`src/rtl/fetch_stage.sv`:
```
// rtl/fetch_stage.sv - PC register, imem address and IF/ID latch with exception/ERET redirect.
// Optional fetch address check enabled by defining FETCH_ADDR_CHECK_EN.
module fetch_stage #(
  parameter logic [31:0] RESET_PC   = 32'h0000_3000,
  parameter logic [31:0] EXC_ENTRY  = 32'h0000_4180,
  parameter logic [31:0] IMEM_BASE  = 32'h0000_3000,
  parameter int          IMEM_WORDS = 4096
) (
  input  logic        clk,
  input  logic        reset,
  input  logic        stall,
  input  logic        npc_valid,
  input  logic [31:0] next_pc_D,
  input  logic        exc_req,
  input  logic        eret_req,
  input  logic [31:0] epc,
  output logic [31:0] imem_addr,
  input  logic [31:0] imem_rdata,
  output logic [31:0] pc_F,
  output logic [31:0] instr_D,
  output logic [31:0] pc_D,
  output logic [31:0] pc4_D,
  output logic        bd_D,
  output logic [4:0]  exc_code_D,
  output logic        valid_D
);

  typedef enum logic {S_RUN, S_REDIR} state_t;

  state_t      r_state, w_state_nxt;
  logic [31:0] r_pc, w_pc_nxt;
  logic [31:0] r_instr, w_instr_nxt;
  logic [31:0] r_pc_d, w_pc_d_nxt;
  logic [31:0] r_pc4, w_pc4_nxt;
  logic        r_bd, w_bd_nxt;
  logic [4:0]  r_exc_code, w_exc_code_nxt;
  logic        r_valid, w_valid_nxt;

  logic [31:0] w_pc_plus4;
  logic [31:0] w_fetch_instr;
  logic [4:0]  w_fetch_exc;

  assign w_pc_plus4 = r_pc + 32'd4;

`ifdef FETCH_ADDR_CHECK_EN
  localparam logic [31:0] IMEM_LIMIT = IMEM_BASE + (32'(IMEM_WORDS) << 2);
  logic w_fault;
  assign w_fault       = (r_pc[1:0] != 2'b00) || (r_pc < IMEM_BASE) || (r_pc >= IMEM_LIMIT);
  assign w_fetch_instr = w_fault ? 32'd0 : imem_rdata;
  assign w_fetch_exc   = w_fault ? 5'd4 : 5'd0;
`else
  logic w_unused_cfg;
  assign w_unused_cfg  = ^{IMEM_BASE, 32'(IMEM_WORDS)};
  assign w_fetch_instr = imem_rdata;
  assign w_fetch_exc   = 5'd0;
`endif

  // Redirects beat stall; npc_valid is only trusted once ID holds a real instruction (RUN).
  always_comb begin
    w_state_nxt    = r_state;
    w_pc_nxt       = r_pc;
    w_instr_nxt    = r_instr;
    w_pc_d_nxt     = r_pc_d;
    w_pc4_nxt      = r_pc4;
    w_bd_nxt       = r_bd;
    w_exc_code_nxt = r_exc_code;
    w_valid_nxt    = r_valid;
    if (exc_req || eret_req) begin
      w_pc_nxt       = exc_req ? EXC_ENTRY : epc;
      w_instr_nxt    = 32'd0;
      w_bd_nxt       = 1'b0;
      w_exc_code_nxt = 5'd0;
      w_valid_nxt    = 1'b0;
      w_state_nxt    = S_REDIR;
    end else if (!stall) begin
      w_instr_nxt    = w_fetch_instr;
      w_pc_d_nxt     = r_pc;
      w_pc4_nxt      = w_pc_plus4;
      w_exc_code_nxt = w_fetch_exc;
      w_valid_nxt    = 1'b1;
      w_state_nxt    = S_RUN;
      if (r_state == S_RUN && npc_valid) begin
        w_pc_nxt = next_pc_D;
        w_bd_nxt = 1'b1;
      end else begin
        w_pc_nxt = w_pc_plus4;
        w_bd_nxt = 1'b0;
      end
    end
  end

  always_ff @(posedge clk or negedge reset) begin
    if (!reset) begin
      r_state    <= S_REDIR;
      r_pc       <= RESET_PC;
      r_instr    <= 32'd0;
      r_pc_d     <= 32'd0;
      r_pc4      <= 32'd0;
      r_bd       <= 1'b0;
      r_exc_code <= 5'd0;
      r_valid    <= 1'b0;
    end else begin
      r_state    <= w_state_nxt;
      r_pc       <= w_pc_nxt;
      r_instr    <= w_instr_nxt;
      r_pc_d     <= w_pc_d_nxt;
      r_pc4      <= w_pc4_nxt;
      r_bd       <= w_bd_nxt;
      r_exc_code <= w_exc_code_nxt;
      r_valid    <= w_valid_nxt;
    end
  end

  assign imem_addr  = r_pc;
  assign pc_F       = r_pc;
  assign instr_D    = r_instr;
  assign pc_D       = r_pc_d;
  assign pc4_D      = r_pc4;
  assign bd_D       = r_bd;
  assign exc_code_D = r_exc_code;
  assign valid_D    = r_valid;

endmodule

```
`config.mk`:
```
export PLATFORM = sky130hd
export DESIGN_NAME = fetch_stage
export DESIGN_NICKNAME = d
export VERILOG_FILES = /design/src/rtl/fetch_stage.sv
export SDC_FILE = /design/constraint.sdc
export NUM_CORES = 1
export LEC_CHECK = 0
export ABC_AREA = 0
export CORE_MARGIN = 4
export CORE_UTILIZATION = 40
export CTS_CLUSTER_DIAMETER = 100
export DETAILED_ROUTE_END_ITERATION = 10
export PLACE_DENSITY = 0.81
export SLEW_MARGIN = 0
export SYNTH_ARGS = -nofsm -noshare
export SYNTH_HDL_FRONTEND = slang
export SYNTH_SLANG_ARGS = --single-unit
```
`constraint.sdc`:
```
create_clock -name clk -period 1.9 [get_ports clk]
set_input_delay 0.38 -clock clk [delete_from_list [all_inputs] [get_ports clk]]
set_output_delay 0.38 -clock clk [all_outputs]
set_load 0.01 [all_outputs]
```
# Word-level counts from Yosys, hierarchy flattened
# Cells that the tools add are included.
dict set report word_totals {
  regBits 136
  in_bits 102
}
dict set report op_classes {
  add_sub_neg 1
  eq_ne 1
  muxes 15
  bitwise_logic 3
  n_reduce_logical 3
}
# op count
set op_table {}
lappend op_table {{two-way mux 32 bit} 6}
lappend op_table {{adder 32 x 3 -> 32 bit, second input constant} 1}
lappend op_table {{two-way mux 5 bit} 2}
lappend op_table {{two-way mux 1 bit} 7}
lappend op_table {{inverter 1 bit} 3}
lappend op_table {{!= test 2 x 1 -> 1 bit, second input constant} 1}
lappend op_table {{AND reduction 2 bit} 1}
lappend op_table {{logical AND 1 bit} 1}
lappend op_table {{logical OR 1 bit} 1}

# Longest topological paths before layout
dict set report logic_depth {
  ltp_word 5
  ltp_mapped 8
  ltp_nobuf 5
}

# Worst setup path before layout
# No wires, ideal clock.
dict set report synth_timing {
  path_kind {register to register}
  startpoint {reg r_pc[12], in the netlist imem_addr[12]}
  endpoint {reg r_pc4[31], in the netlist pc4_D[31]}
  setup_ns 0.082
  arrival_time_ns 2.056
  slack_ns -0.238
  stages_incl_launch_ff 6
  period_less_slack_ns 2.138
  cell_sequence {dfstp_2 -> nand4_4 -> or4b_1 -> buf_2 -> or4_1 -> a31oi_1}
}
dict set report synth_via {
  elab_chain_len 1
}
# item line_no
set synth_lines {}
lappend synth_lines {{start: declaration} 31} ;# logic [31:0] r_pc, w_pc_nxt;
lappend synth_lines {{start signal: assignment} 104} ;# r_pc <= w_pc_nxt;
lappend synth_lines {{adder 32 x 3 -> 32 bit} 43} ;# assign w_pc_plus4 = r_pc + 32'd4;
lappend synth_lines {{end signal: assignment} 107} ;# r_pc4 <= w_pc4_nxt;
lappend synth_lines {{end: declaration} 34} ;# logic [31:0] r_pc4, w_pc4_nxt;
# Every way passes these cells.
# A chain may end at the register's enable or synchronous reset.

# Worst setup path after layout
# Same ends and word-level chain as after synthesis.

==> impl_metrics.tcl <==
set metrics [dict create \
    outcome "complete, but fails checks" \
    violations "negative setup slack" \
    port_buffers 263 \
    place.gp.congestion 0.896 \
    criticalPathCategory "register to register" \
    synth_top_area_share_pct 47.2 \
    track_usage_pct 26.6 \
    crit_fanout 5 \
    path_clk_slew_ps 60 \
    routed_wl_um 25500 \
    grt_overflow_total 0 \
    design_area_um2 11000 \
    drc 0 \
    ys_dominant_reg_cell "dfrtp_1" \
    rsz0062_at_grt "yes" \
    ant_nets 0 \
    grt_pass1_vias 7082 \
    hold_viol 0 \
    cap_violations 0 \
    async_flop_share_pct 100 \
    viasPerCell 5.69 \
    grt_pass1_wl_um 38400 \
    end_kind "register" \
    route.vias.total 7064 \
    dieArea_um2 18800 \
    place_hpwl_um 18100 \
    setup_slack_ps -126 \
    tightest_slew_ps 519 \
    skew_ps 7.56 \
    dr.pass1.iters 6 \
    slew_headroom_pct 65.4 \
    yosysSeqAreaShare_pct 48.4 \
    core_um2 16100 \
    setup_viol 6 \
    cts_buffer_depth 2 \
    yosys_warnings 0 \
    row_count 46 \
    die_h_um 137 \
    synth.ff_latch_count 129 \
    crit_arrival_ps 2370 \
    max_freq_ghz 0.494 \
    drive_gt1_share_pct 19.1 \
    antenna_found_initial 0 \
    slew_violations 0 \
    clock-sinks 129 \
    place_area_um2 9970 \
    cp_num_buf_inv 0 \
    numCtsBuffers 17 \
    ir_worst_vdd_mv 0.607 \
    die_w_um 137 \
    cp_slowest_stage_delay_ps 580 \
    fin_crit_ps 2030 \
    fin_total_pwr_uw 9140 \
    cp_data_required_time_ps 2240 \
    finalNetCount 1115 \
    power_density_nw_per_um2 833 \
    start_kind "register" \
    synth_edf_count 0 \
    hold_class "register to register" \
    clock-root-buffer "clkbuf_16" \
    htree_levels 4 \
    placed_cells 1193 \
    synth_area_um2 6680 \
    wl_per_cell_um 20.6 \
    p_leak_uw 0.00488 \
    synth_area_leaders "dfrtp_1 (47%), nand2_1 (5.2%), buf_4 (4.6%)" \
    crit_family "simple AND/OR/NAND/NOR gates" \
    finalCritPeriodShare_pct 107 \
    final_cell_count_no_fill 1241 \
    ioPinCount 269 \
    syn_inst 714 \
    antenna_cells 0 \
    path_cells "nand4_4 -> or4b_4 -> or4_4 -> a31oi_4" \
    clk_latency_ps 420 \
    cts_tree "done" \
    grt_max_degree 64 \
    start_util_pct 41.4 \
    cp_slowest_cell "or4b_4" \
    area_growth_pct 64.4 \
    synth_top_cell_by_area "dfrtp_1" \
    drt_iter0_drc 808 \
    synth.avg_cell_area_um2 9.35 \
    synthTopCellsByCount "dfrtp_1 (126), nand2_1 (92), o21ai_0 (58)" \
    ys_types 60 \
    worst-r2r-setup-slack_ps -130 \
    yosysMostFrequentCell "dfrtp_1" \
]
-- stage by stage --
stage / utilization (%) / hold slack, ps / TNS [ps] / setup WS [ps]
final: 68.1 / 478 / -321 / -126
after global routing: 68.1 / 494 / -797 / -159
after CTS: 66.8 / 481 / -376 / -124
after detailed placement: 61.8 / 377 / -23690 / -328
after global placement: 61.8 / 369 / -20640 / -271
after floorplan: - / 84.4 / -485 / -184
-- placed cells by master (no fill, tap or decap), types with 14 or more instances in the layout --
cell type and instances:
inv_1 26, clkdlybuf4s50_1 225, dfrtp_1 119, a221o_1 15, nor3_1 14, a31oi_1 17, nand4_1 15, a21oi_1 14
nand2_1 91, buf_4 95, nor2_1 31, a22o_1 34, clkbuf_16 17, o21ai_0 58, dlymetal6s2s_1 23
-- layout make-up --
type                       count  area, µm²
multi-input combinational    461       2990
fill                        1248       5140
tap                          216        270
clock inverter                14        235
inverter                      26       97.6
clock buffer                  18        439
timing repair buffer         377       3700
sequential                   129       3240
-- state kept, by name, indices dropped and copies added, names as in the netlist --
name	cells
pc_D	32
valid_D	1
bd_D	1
pc4_D	30
instr_D	32
imem_addr	32
r_state	1
-- repair_timing --
item / 4_1_cts / 5_1_grt
hold buffers: 1 / 0
gates resized for setup: 28 / 52
endpoints found under the hold margin: 44 / 0
buffers inserted: 11 / 4
pin swaps: 10 / 10
endpoints found under the setup margin: 47 / 55
-- final timing paths --
check | from | to | cells after the start
worst min register to register | pc_D[21]$_DFFE_PN0P_ | pc_D[21]$_DFFE_PN0P_ | 2
worst max-delay path | imem_addr[12]$_DFFE_PN1P_ | pc4_D[31]$_DFFE_PN0P_ | 4
worst min-delay path | pc_D[21]$_DFFE_PN0P_ | pc_D[21]$_DFFE_PN0P_ | 2
worst max register to register | imem_addr[12]$_DFFE_PN1P_ | pc4_D[31]$_DFFE_PN0P_ | 4
min in group asynchronous | reset | pc_D[22]$_DFFE_PN0P_ | 2
max in group asynchronous | reset | imem_addr[13]$_DFFE_PN1P_ | 3
-- tightest hold or removal path, cell delays in order, from the launching register on --
cell	delay [ps]
dfrtp_1	340
nand2_1	50
o21ai_0	60
-- where the power goes --
part           switching (µW)  internal, µW
Sequential                196          3040
Combinational             969          1150
Clock                    1290          2500
-- kinds of logic (layout without fill, tap and decap cells) --
kind of cell | count (synthesis) | in the layout | synth area share (%)
xor+xnor | 13 | 13 | 1.71
buf+inv | 128 | 435 | 9.69
fa+ha+maj | 1 | 1 | 0.187
flops | 129 | 129 | 48.4
simple gates | 225 | 225 | 16.8
compound gates | 215 | 215 | 22.8
mux | 2 | 2 | 0.300
other cells | 1 | 5 | 0.0562
-- metal layers --
| layer | track usage [%] | up-vias | part of all wire [%] |
|---|---|---|---|
| met4 | 10.8 | 0 | 3.0 |
| met5 | 0 | - | 0 |
| met2 | 44.2 | 417 | 49 |
| met1 | 32.6 | 3404 | 38 |
| met3 | 7.60 | 65 | 9.9 |
| li1 | - | 3178 | - |
(Power assumes the default switching activity.)
